==> src/rtl/rv_pkg.sv <==
// rtl/rv_pkg.sv - RV32I opcode classes and instruction field helpers
package rv_pkg;

    localparam logic [6:0] OP_REGREG = 7'b0110011;
    localparam logic [6:0] OP_REGIMM = 7'b0010011;
    localparam logic [6:0] OP_LOAD   = 7'b0000011;
    localparam logic [6:0] OP_STORE  = 7'b0100011;
    localparam logic [6:0] OP_BRANCH = 7'b1100011;
    localparam logic [6:0] OP_JAL    = 7'b1101111;
    localparam logic [6:0] OP_JALR   = 7'b1100111;
    localparam logic [6:0] OP_LUI    = 7'b0110111;
    localparam logic [6:0] OP_AUIPC  = 7'b0010111;

    // Bubble inserted on stalls and flushes: addi x0,x0,0
    localparam logic [31:0] INST_NOP = 32'h0000_0013;

    function automatic logic [4:0] get_rd(input logic [31:0] inst);
        return inst[11:7];
    endfunction

    function automatic logic [4:0] get_rs1(input logic [31:0] inst);
        return inst[19:15];
    endfunction

    function automatic logic [4:0] get_rs2(input logic [31:0] inst);
        return inst[24:20];
    endfunction

    function automatic logic writes_rd(input logic [31:0] inst);
        case (inst[6:0])
            OP_REGREG, OP_REGIMM, OP_LOAD, OP_JAL,
            OP_JALR, OP_LUI, OP_AUIPC:            writes_rd = 1'b1;
            default:                              writes_rd = 1'b0;
        endcase
    endfunction

    function automatic logic uses_rs1(input logic [31:0] inst);
        case (inst[6:0])
            OP_REGREG, OP_REGIMM, OP_LOAD,
            OP_STORE, OP_BRANCH, OP_JALR:         uses_rs1 = 1'b1;
            default:                              uses_rs1 = 1'b0;
        endcase
    endfunction

    function automatic logic uses_rs2(input logic [31:0] inst);
        case (inst[6:0])
            OP_REGREG, OP_STORE, OP_BRANCH:       uses_rs2 = 1'b1;
            default:                              uses_rs2 = 1'b0;
        endcase
    endfunction

    function automatic logic is_load(input logic [31:0] inst);
        return inst[6:0] == OP_LOAD;
    endfunction

    function automatic logic is_ctrl(input logic [31:0] inst);
        case (inst[6:0])
            OP_BRANCH, OP_JAL, OP_JALR:           is_ctrl = 1'b1;
            default:                              is_ctrl = 1'b0;
        endcase
    endfunction

endpackage

==> src/rtl/pipe_fwd_sel.sv <==
// rtl/pipe_fwd_sel.sv - youngest-producer forwarding select for one operand
module pipe_fwd_sel
    import rv_pkg::*;
#(
    parameter int PIPE_DEPTH = 3,
    parameter int SEL_W      = $clog2(PIPE_DEPTH)
) (
    input  logic [PIPE_DEPTH-1:0][31:0] i_stages,
    input  logic                        i_use,
    input  logic [4:0]                  i_rs,
    output logic [SEL_W-1:0]            o_sel
);

    logic w_active;

    assign w_active = i_use && (i_rs != 5'd0);

    // Walk oldest to youngest so the nearest producer overwrites older matches.
    always_comb begin
        o_sel = '0;
        for (int k = PIPE_DEPTH - 1; k >= 1; k--) begin
            if (w_active && writes_rd(i_stages[k]) && (get_rd(i_stages[k]) == i_rs)) begin
                o_sel = SEL_W'(k);
            end
        end
    end

endmodule

==> src/rtl/pipe_hazard_ctrl.sv <==
// rtl/pipe_hazard_ctrl.sv - in-flight instruction tracker: forwarding, load-use stall, flush, writeback
module pipe_hazard_ctrl
    import rv_pkg::*;
#(
    parameter int PIPE_DEPTH   = 3,
    parameter int FLUSH_CYCLES = 2,
    parameter int CNT_W        = 16,
    parameter int SEL_W        = $clog2(PIPE_DEPTH)
) (
    input  logic             clk,
    input  logic             rst_n,
    input  logic [31:0]      inst_i,
    input  logic             inst_valid_i,
    output logic             inst_ready_o,
    input  logic             br_taken_i,
    output logic             stall_o,
    output logic             flush_o,
    output logic [SEL_W-1:0] fwd_a_sel_o,
    output logic [SEL_W-1:0] fwd_b_sel_o,
    output logic [31:0]      ex_inst_o,
    output logic             reg_w_en_o,
    output logic [4:0]       wb_rd_o,
    output logic [CNT_W-1:0] hazard_cnt_o
);

    logic [PIPE_DEPTH-1:0][31:0] r_stage;
    logic [2:0]                  r_flush_cnt;
    logic                        r_ready_en;
    logic [CNT_W-1:0]            r_hazard_cnt;

    logic [31:0] w_ex;
    logic [31:0] w_wb;
    logic [4:0]  w_ex_rd;
    logic        w_flush_trig;
    logic        w_flush;
    logic        w_load_use;
    logic        w_accept;

    assign w_ex    = r_stage[0];
    assign w_wb    = r_stage[PIPE_DEPTH-1];
    assign w_ex_rd = get_rd(w_ex);

    assign w_flush_trig = br_taken_i && is_ctrl(w_ex);
    assign w_flush      = w_flush_trig || (r_flush_cnt != 3'd0);

    assign w_load_use = is_load(w_ex) && (w_ex_rd != 5'd0) && inst_valid_i &&
                        ((uses_rs1(inst_i) && (get_rs1(inst_i) == w_ex_rd)) ||
                         (uses_rs2(inst_i) && (get_rs2(inst_i) == w_ex_rd)));

    // A flush swallows the front-end instruction, so it never needs to be held.
    assign stall_o      = w_load_use && !w_flush;
    assign flush_o      = w_flush;
    assign inst_ready_o = r_ready_en && (w_flush || !w_load_use);
    assign w_accept     = inst_valid_i && inst_ready_o && !w_flush;

    assign ex_inst_o    = w_ex;
    assign reg_w_en_o   = writes_rd(w_wb) && (get_rd(w_wb) != 5'd0);
    assign wb_rd_o      = reg_w_en_o ? get_rd(w_wb) : 5'd0;
    assign hazard_cnt_o = r_hazard_cnt;

    always_ff @(posedge clk or negedge rst_n) begin
        if (!rst_n) begin
            r_stage <= '0;
        end else begin
            r_stage[0] <= w_accept ? inst_i : INST_NOP;
            for (int k = 1; k < PIPE_DEPTH; k++) begin
                r_stage[k] <= r_stage[k-1];
            end
        end
    end

    // Counts the remaining flush cycles after the triggering one.
    always_ff @(posedge clk or negedge rst_n) begin
        if (!rst_n) begin
            r_flush_cnt <= 3'd0;
        end else if (w_flush_trig) begin
            r_flush_cnt <= 3'(FLUSH_CYCLES - 1);
        end else if (r_flush_cnt != 3'd0) begin
            r_flush_cnt <= r_flush_cnt - 3'd1;
        end
    end

    always_ff @(posedge clk or negedge rst_n) begin
        if (!rst_n) begin
            r_ready_en <= 1'b0;
        end else begin
            r_ready_en <= 1'b1;
        end
    end

    always_ff @(posedge clk or negedge rst_n) begin
        if (!rst_n) begin
            r_hazard_cnt <= '0;
        end else if ((stall_o || w_flush) && (r_hazard_cnt != '1)) begin
            r_hazard_cnt <= r_hazard_cnt + CNT_W'(1);
        end
    end

    pipe_fwd_sel #(
        .PIPE_DEPTH (PIPE_DEPTH),
        .SEL_W      (SEL_W)
    ) u_fwd_a (
        .i_stages (r_stage),
        .i_use    (uses_rs1(w_ex)),
        .i_rs     (get_rs1(w_ex)),
        .o_sel    (fwd_a_sel_o)
    );

    pipe_fwd_sel #(
        .PIPE_DEPTH (PIPE_DEPTH),
        .SEL_W      (SEL_W)
    ) u_fwd_b (
        .i_stages (r_stage),
        .i_use    (uses_rs2(w_ex)),
        .i_rs     (get_rs2(w_ex)),
        .o_sel    (fwd_b_sel_o)
    );

endmodule
==> config.mk <==
export PLATFORM = sky130hd
export DESIGN_NAME = pipe_hazard_ctrl
export DESIGN_NICKNAME = d
export VERILOG_FILES = /design/src/rtl/rv_pkg.sv /design/src/rtl/pipe_fwd_sel.sv /design/src/rtl/pipe_hazard_ctrl.sv
export SDC_FILE = /design/constraint.sdc
export NUM_CORES = 1
export LEC_CHECK = 0
export ABC_AREA = 1
export CAP_MARGIN = 20
export CORE_ASPECT_RATIO = 1.1
export CORE_MARGIN = 3
export CORE_UTILIZATION = 25
export CTS_BUF_LIST = sky130_fd_sc_hd__clkbuf_8
export CTS_CLUSTER_SIZE = 14
export DETAILED_ROUTE_END_ITERATION = 16
export GPL_ROUTABILITY_DRIVEN = 0
export PLACE_DENSITY_LB_ADDON = 0.05
export SKIP_LAST_GASP = 1
export SLEW_MARGIN = 20
export SYNTH_ARGS = -nofsm -noshare
export SYNTH_HDL_FRONTEND = slang
export SYNTH_SLANG_ARGS = --single-unit
==> constraint.sdc <==
create_clock -name clk -period 4.2 [get_ports clk]
set_input_delay 0.84 -clock clk [delete_from_list [all_inputs] [get_ports clk]]
set_output_delay 0.84 -clock clk [all_outputs]
set_load 0.005 [all_outputs]
Yosys cells after proc, flatten, opt, wreduce, memory -nomap -nowiden --
Index checks and enable logic that the tools add are counted.
Cells by class: muxes and demuxes 15, bitwise logic cells 0, shift-type cells 0, div/mod/pow operators 0, equality and inequality tests 34, add/subtract/negate cells 2, magnitude comparators 0, $mul 0, reduce and logical (&&, ||, !) cells 41
Operators with widths (count):
- 7-bit == test, second input constant | 9
- 7-bit by 6-bit == test with 1-bit output, second input constant | 8
- 7-bit by 5-bit == test with 1-bit output, second input constant | 6
- 32-bit two-way mux | 1
- 5-bit == test | 6
- 7-bit by 2-bit == test with 1-bit output, second input constant | 4
- 1-bit logical AND | 22
- 5-bit nonzero test | 4
- 16-bit by 1-bit adder with 16-bit output, second input constant | 1
- 16-bit != test, second input constant | 1
- 7-bit OR reduction | 2
- 6-bit OR reduction | 2
- 3-bit OR reduction | 3
- 2-bit two-way mux | 4
- 1-bit two-way mux | 7
- 3-bit two-way mux | 2
- 5-bit two-way mux | 1
- 1-bit logical OR | 4
- 3-bit nonzero test | 1
- 3-bit by 1-bit subtractor with 3-bit output, second input constant | 1
- 1-bit logical NOT | 2
- 2-bit nonzero test | 1
Storage, ports and cells: input port bits 36, output and inout bits 61, bits in latches 0, bits in writable memories 0, memories 0, register bits after elaboration 76, ROM bits 0

Longest topological paths before layout --
depth after elaboration 12, gate-level depth with buffers 14, mapped depth without buffers 13

Hierarchy --
From an unflattened synthesis, not the netlist that was laid out.
Unflattened totals: cells, all modules 588, area, all modules 5165.0 um2
Modules (own cells, without submodules):
- pipe_hazard_ctrl | instances 1, cells each 426, area an instance 4494.3 um2
- pipe_fwd_sel | instances 2, cells each 81, area an instance 335.3 um2

Worst setup path after synthesis --
OpenSTA, ideal clock, no wires.
path kind input-to-output, from input port inst_i[0], to output port inst_ready_o, path slack 1.774 ns, stages on the path 7, arrival 1.586 ns, data required time 3.360 ns, cell sequence inv_1 > nor3_1 > nand3_1 > nor2_1 > nand2_4 > o21ai_0 > inv_1
On the way: word-level cells in the longest chain between the ends 9, elaborated cells on any way between the ends 17, classes of those cells 6 x eq/ne; 2 x mux; 9 x reduce/logical
Ends and longest elaborated chain:
- from (decl) | RTL line pipe_hazard_ctrl.sv:12 | input logic [31:0] inst_i,
- 7-bit by 6-bit == test with 1-bit output (tied with other cells) | RTL line rv_pkg.sv:38, rv_pkg.sv:46
- 6-bit OR reduction or 3-bit OR reduction (tied branches) | RTL line rv_pkg.sv:38, rv_pkg.sv:46
- 1-bit two-way mux (on tied branches) | RTL line rv_pkg.sv:38, rv_pkg.sv:46
- 1-bit logical AND (on tied branches) | RTL line pipe_hazard_ctrl.sv:47, pipe_hazard_ctrl.sv:48
- 1-bit logical OR * | RTL line pipe_hazard_ctrl.sv:47 | ((uses_rs1(inst_i) && (get_rs1(inst_i) == w_ex_rd)) ||
- 1-bit logical AND * | RTL line pipe_hazard_ctrl.sv:46 | assign w_load_use = is_load(w_ex) && (w_ex_rd != 5'd0) && inst_valid_i &&
- 1-bit logical NOT * | RTL line pipe_hazard_ctrl.sv:53 | assign inst_ready_o = r_ready_en && (w_flush || !w_load_use);
- 1-bit logical OR * | RTL line pipe_hazard_ctrl.sv:53
- 1-bit logical AND * | RTL line pipe_hazard_ctrl.sv:53
- to (decl) | RTL line pipe_hazard_ctrl.sv:14 | output logic inst_ready_o,
Every way passes the cells marked *; elsewhere a longest branch is shown, timed or not.

Final worst setup path --
Same ends and word-level chain as after synthesis.

==> results.cfg <==
[worst_setup_path]
cp-end-kind = output port
max_stage_delay_ns = 0.46
r2r_slack_ns = 2.14
required_ns = 3.36
cp-start-kind = primary input
slowest_stage = clkdlybuf4s50_1
critPathMaxFanout = 6
arrival_ns = 2.76
worstPathCellList = clkdlybuf4s50_1, inv_1, nor3_1, nand3_1, nor2_1, nand2_4, o21ai_0, inv_1, clkdlybuf4s50_1
path_class = primary input to output port

[clock_tree]
cts.repair.resized = 0
cts_buffers = 9
cts_buffer_depth = 2
clk_latency_ns = 0.35
path_clk_slew_ns = 0.08
cts_hold_buf = 0
clock-sinks = 76
cts_setup_buffers = 0
htree_levels = 3
cts_tree = built
root_buffer = clkbuf_8

[flow_run]
max_cap_viol_count = 0

[power_and_ir_drop]
seq_power_share_pct = 44.6
power.internal_mw = 1.37
p_leak_nw = 2.48
p_clk_share_pct = 26.2
p_switching_uw = 669
pwr-share-comb_pct = 29.1
peakVddDrop_mv = 0.208
swShare_pct = 32.9
power_density_mw_per_mm2 = 404

[sta]
fin_crit_ns = 3.60
finalHoldViolations = 0
whs_ns = 0.378
drv_slew = 0
clock.fmax_ghz = 0.278
fin_worst_skew_ns = 0.00869
rsz0062_at_grt = false
worstMarginPinSlew_ns = 0.716
setup_viol = 0
fin_crit_sh_pct = 85.6
finalSetupTns_ns = 0
relSlewSlack_pct = 52.3

[drt]
dr.first_iter.drc_count = 117
final_antenna_net_count = 0
finalWirelength_um = 9830
first_pass_iters = 4
drc = 0
vias_per_cell = 4.10
vias = 2944
wl_per_cell_um = 13.7

[finish]
final_net_count = 556
seq_area_mm2 = 0.00190
syn_to_final_growth_pct = 28.1
antennaDiodeCount = 0
fill_cells = 1580
multiInputGateArea_mm2 = 0.00150
drive_above_1_share_pct = 10.9

[synthesis]
yosys.area_share.simple_pct = 27.0
syn_avg_cell_area_um2 = 8.80
yosys_warnings = 0
synthXorXnorAreaFrac_pct = 7.35
synth-adder-area-share_pct = 0.955
synth_compound_gate_area_share_pct = 2.70
yosys_most_used_dff = dfrtp_1
synth-edff-count = 0
yosysSeqAreaShare_pct = 48.4
ys_ff_latch = 76
syn_nets = 486
synthMuxAreaShare_pct = 0
netlist_area_mm2 = 0.00393
syn_inst = 447
async_flop_share_pct = 100
synth_top_family_by_area = simple AND/OR/NAND/NOR gates
synth_cell_types = 36

[global_routing]
grt_pass1_vias = 3089
grt_max_degree = 77
grt_pass1_wl_um = 16000
grt_use_total_pct = 12.0
antenna_found_initial = 0
grt-ovfl-total = 0

[floorplan]
core_area_mm2 = 0.0152
start_util_pct = 25.8
die_x_um = 126
rows = 47
die_h_um = 138
ios = 97
dieArea_mm2 = 0.0173

[worst_hold_path]
hold_path.class = flop to flop

[placement]
io_buffers = 96
dpl.hpwl_um = 7400

[outcome]
status = finished, final reports clean
-- stage by stage --
stage	util [%]	instance area (um2)	power, mW	setup slack [ns]	cells
6_report	33.1	5040	2.03	0.604	718
3_5_place_dp	31.8	4850	1.54	0.562	702
5_1_grt	33.1	5040	2.20	0.482	718
4_1_cts	33.1	5030	2.09	0.564	718
2_1_floorplan	-	3930	1.30	1.77	447
3_3_place_gp	31.8	4850	1.53	0.555	702
-- power groups by stage --
stage | sequential, mW | clock [mW] | combinational [mW]
finish | 0.908 | 0.533 | 0.593
global route | 0.925 | 0.595 | 0.679
CTS | 0.912 | 0.565 | 0.610
detailed placement | 0.926 | 0 | 0.609
global placement | 0.925 | 0 | 0.604
floorplan | 0.904 | 0 | 0.400
-- state kept, by name, summed over array words and instances (netlist names) --
register / count
ex_inst_o: 32
w_wb: 12
hazard_cnt_o: 16
r_stage: 12
r_flush_cnt: 3
r_ready_en: 1
-- cells in the final DEF (no fill, tap or decap), types with 3 or more instances in the layout --
cell and count:
clkdlybuf4s50_1 95, dfrtp_1 76, nand2_1 70, nor2_1 60, inv_1 59, nand3_1 29, nand2_2 21, xnor2_1 18
xor2_1 15, clkbuf_8 12, nor3_1 9, o21ai_0 8, nand4_1 7, inv_2 4, a21oi_1 4, nor2_4 3
nand2_4 3, ha_1 3, clkinv_2 3
-- path summary, 6_finish.rpt --
path / startpoint / to / depth (start not counted)
max: inst_i[0] / inst_ready_o / 9
max reg2reg: r_flush_cnt[0]$_DFFE_PN0P_ / ex_inst_o[19]$_DFF_PN0_ / 8
min in group asynchronous: rst_n / hazard_cnt_o[5]$_DFFE_PN0P_ / 1
min reg2reg: r_stage[35]$_DFF_PN0_ / w_wb[3]$_DFF_PN0_ / 0
min: r_stage[35]$_DFF_PN0_ / w_wb[3]$_DFF_PN0_ / 0
max in group asynchronous: rst_n / hazard_cnt_o[7]$_DFFE_PN0P_ / 1
-- cell families after synthesis --
family                     Yosys count
AOI/OAI and AO/OA                   18
other                                1
and+or+nand+nor                    215
xor gates and xnor gates            33
DFF                                 76
buffers and inverters              101
adders and majority gates            3
-- worst max-delay path: cells and delay by family --
family / cells / cell delay (ns)
simple gates: 4 / 0.73
compound gates: 1 / 0.16
buf+inv: 4 / 1.01
-- layout make-up --
cell class	instances	share of cell area (%)
timing repair buffer	97	19.2
multi-input combinational	270	29.7
clock inverter	4	0.447
tap	196	4.87
sequential	76	37.7
clock buffer	12	3.28
inverter	63	4.69
-- synthesized netlist by cell type, types with 7 or more instances --
cell type / count / share of area [%]
dfrtp_1: 76 / 48
nand2_1: 70 / 6.7
nor2_1: 60 / 5.7
inv_1: 59 / 5.6
buf_4: 34 / 6.5
nand3_1: 29 / 3.7
nand2_2: 21 / 3.3
xnor2_1: 18 / 4.0
xor2_1: 15 / 3.3
nor3_1: 9 / 1.1
o21ai_0: 8 / 1.0
nand4_1: 7 / 1.1
-- layer usage --
layer | wire length, um | GRT usage (%) | up-vias
met4 | 144 | 5.12 | 0
met3 | 601 | 4.27 | 10
met1 | 4150 | 13.8 | 1389
met2 | 4930 | 20.2 | 65
li1 | - | - | 1480
met5 | 0 | 0 | -
Note: power is estimated with default switching activity, not from simulation.
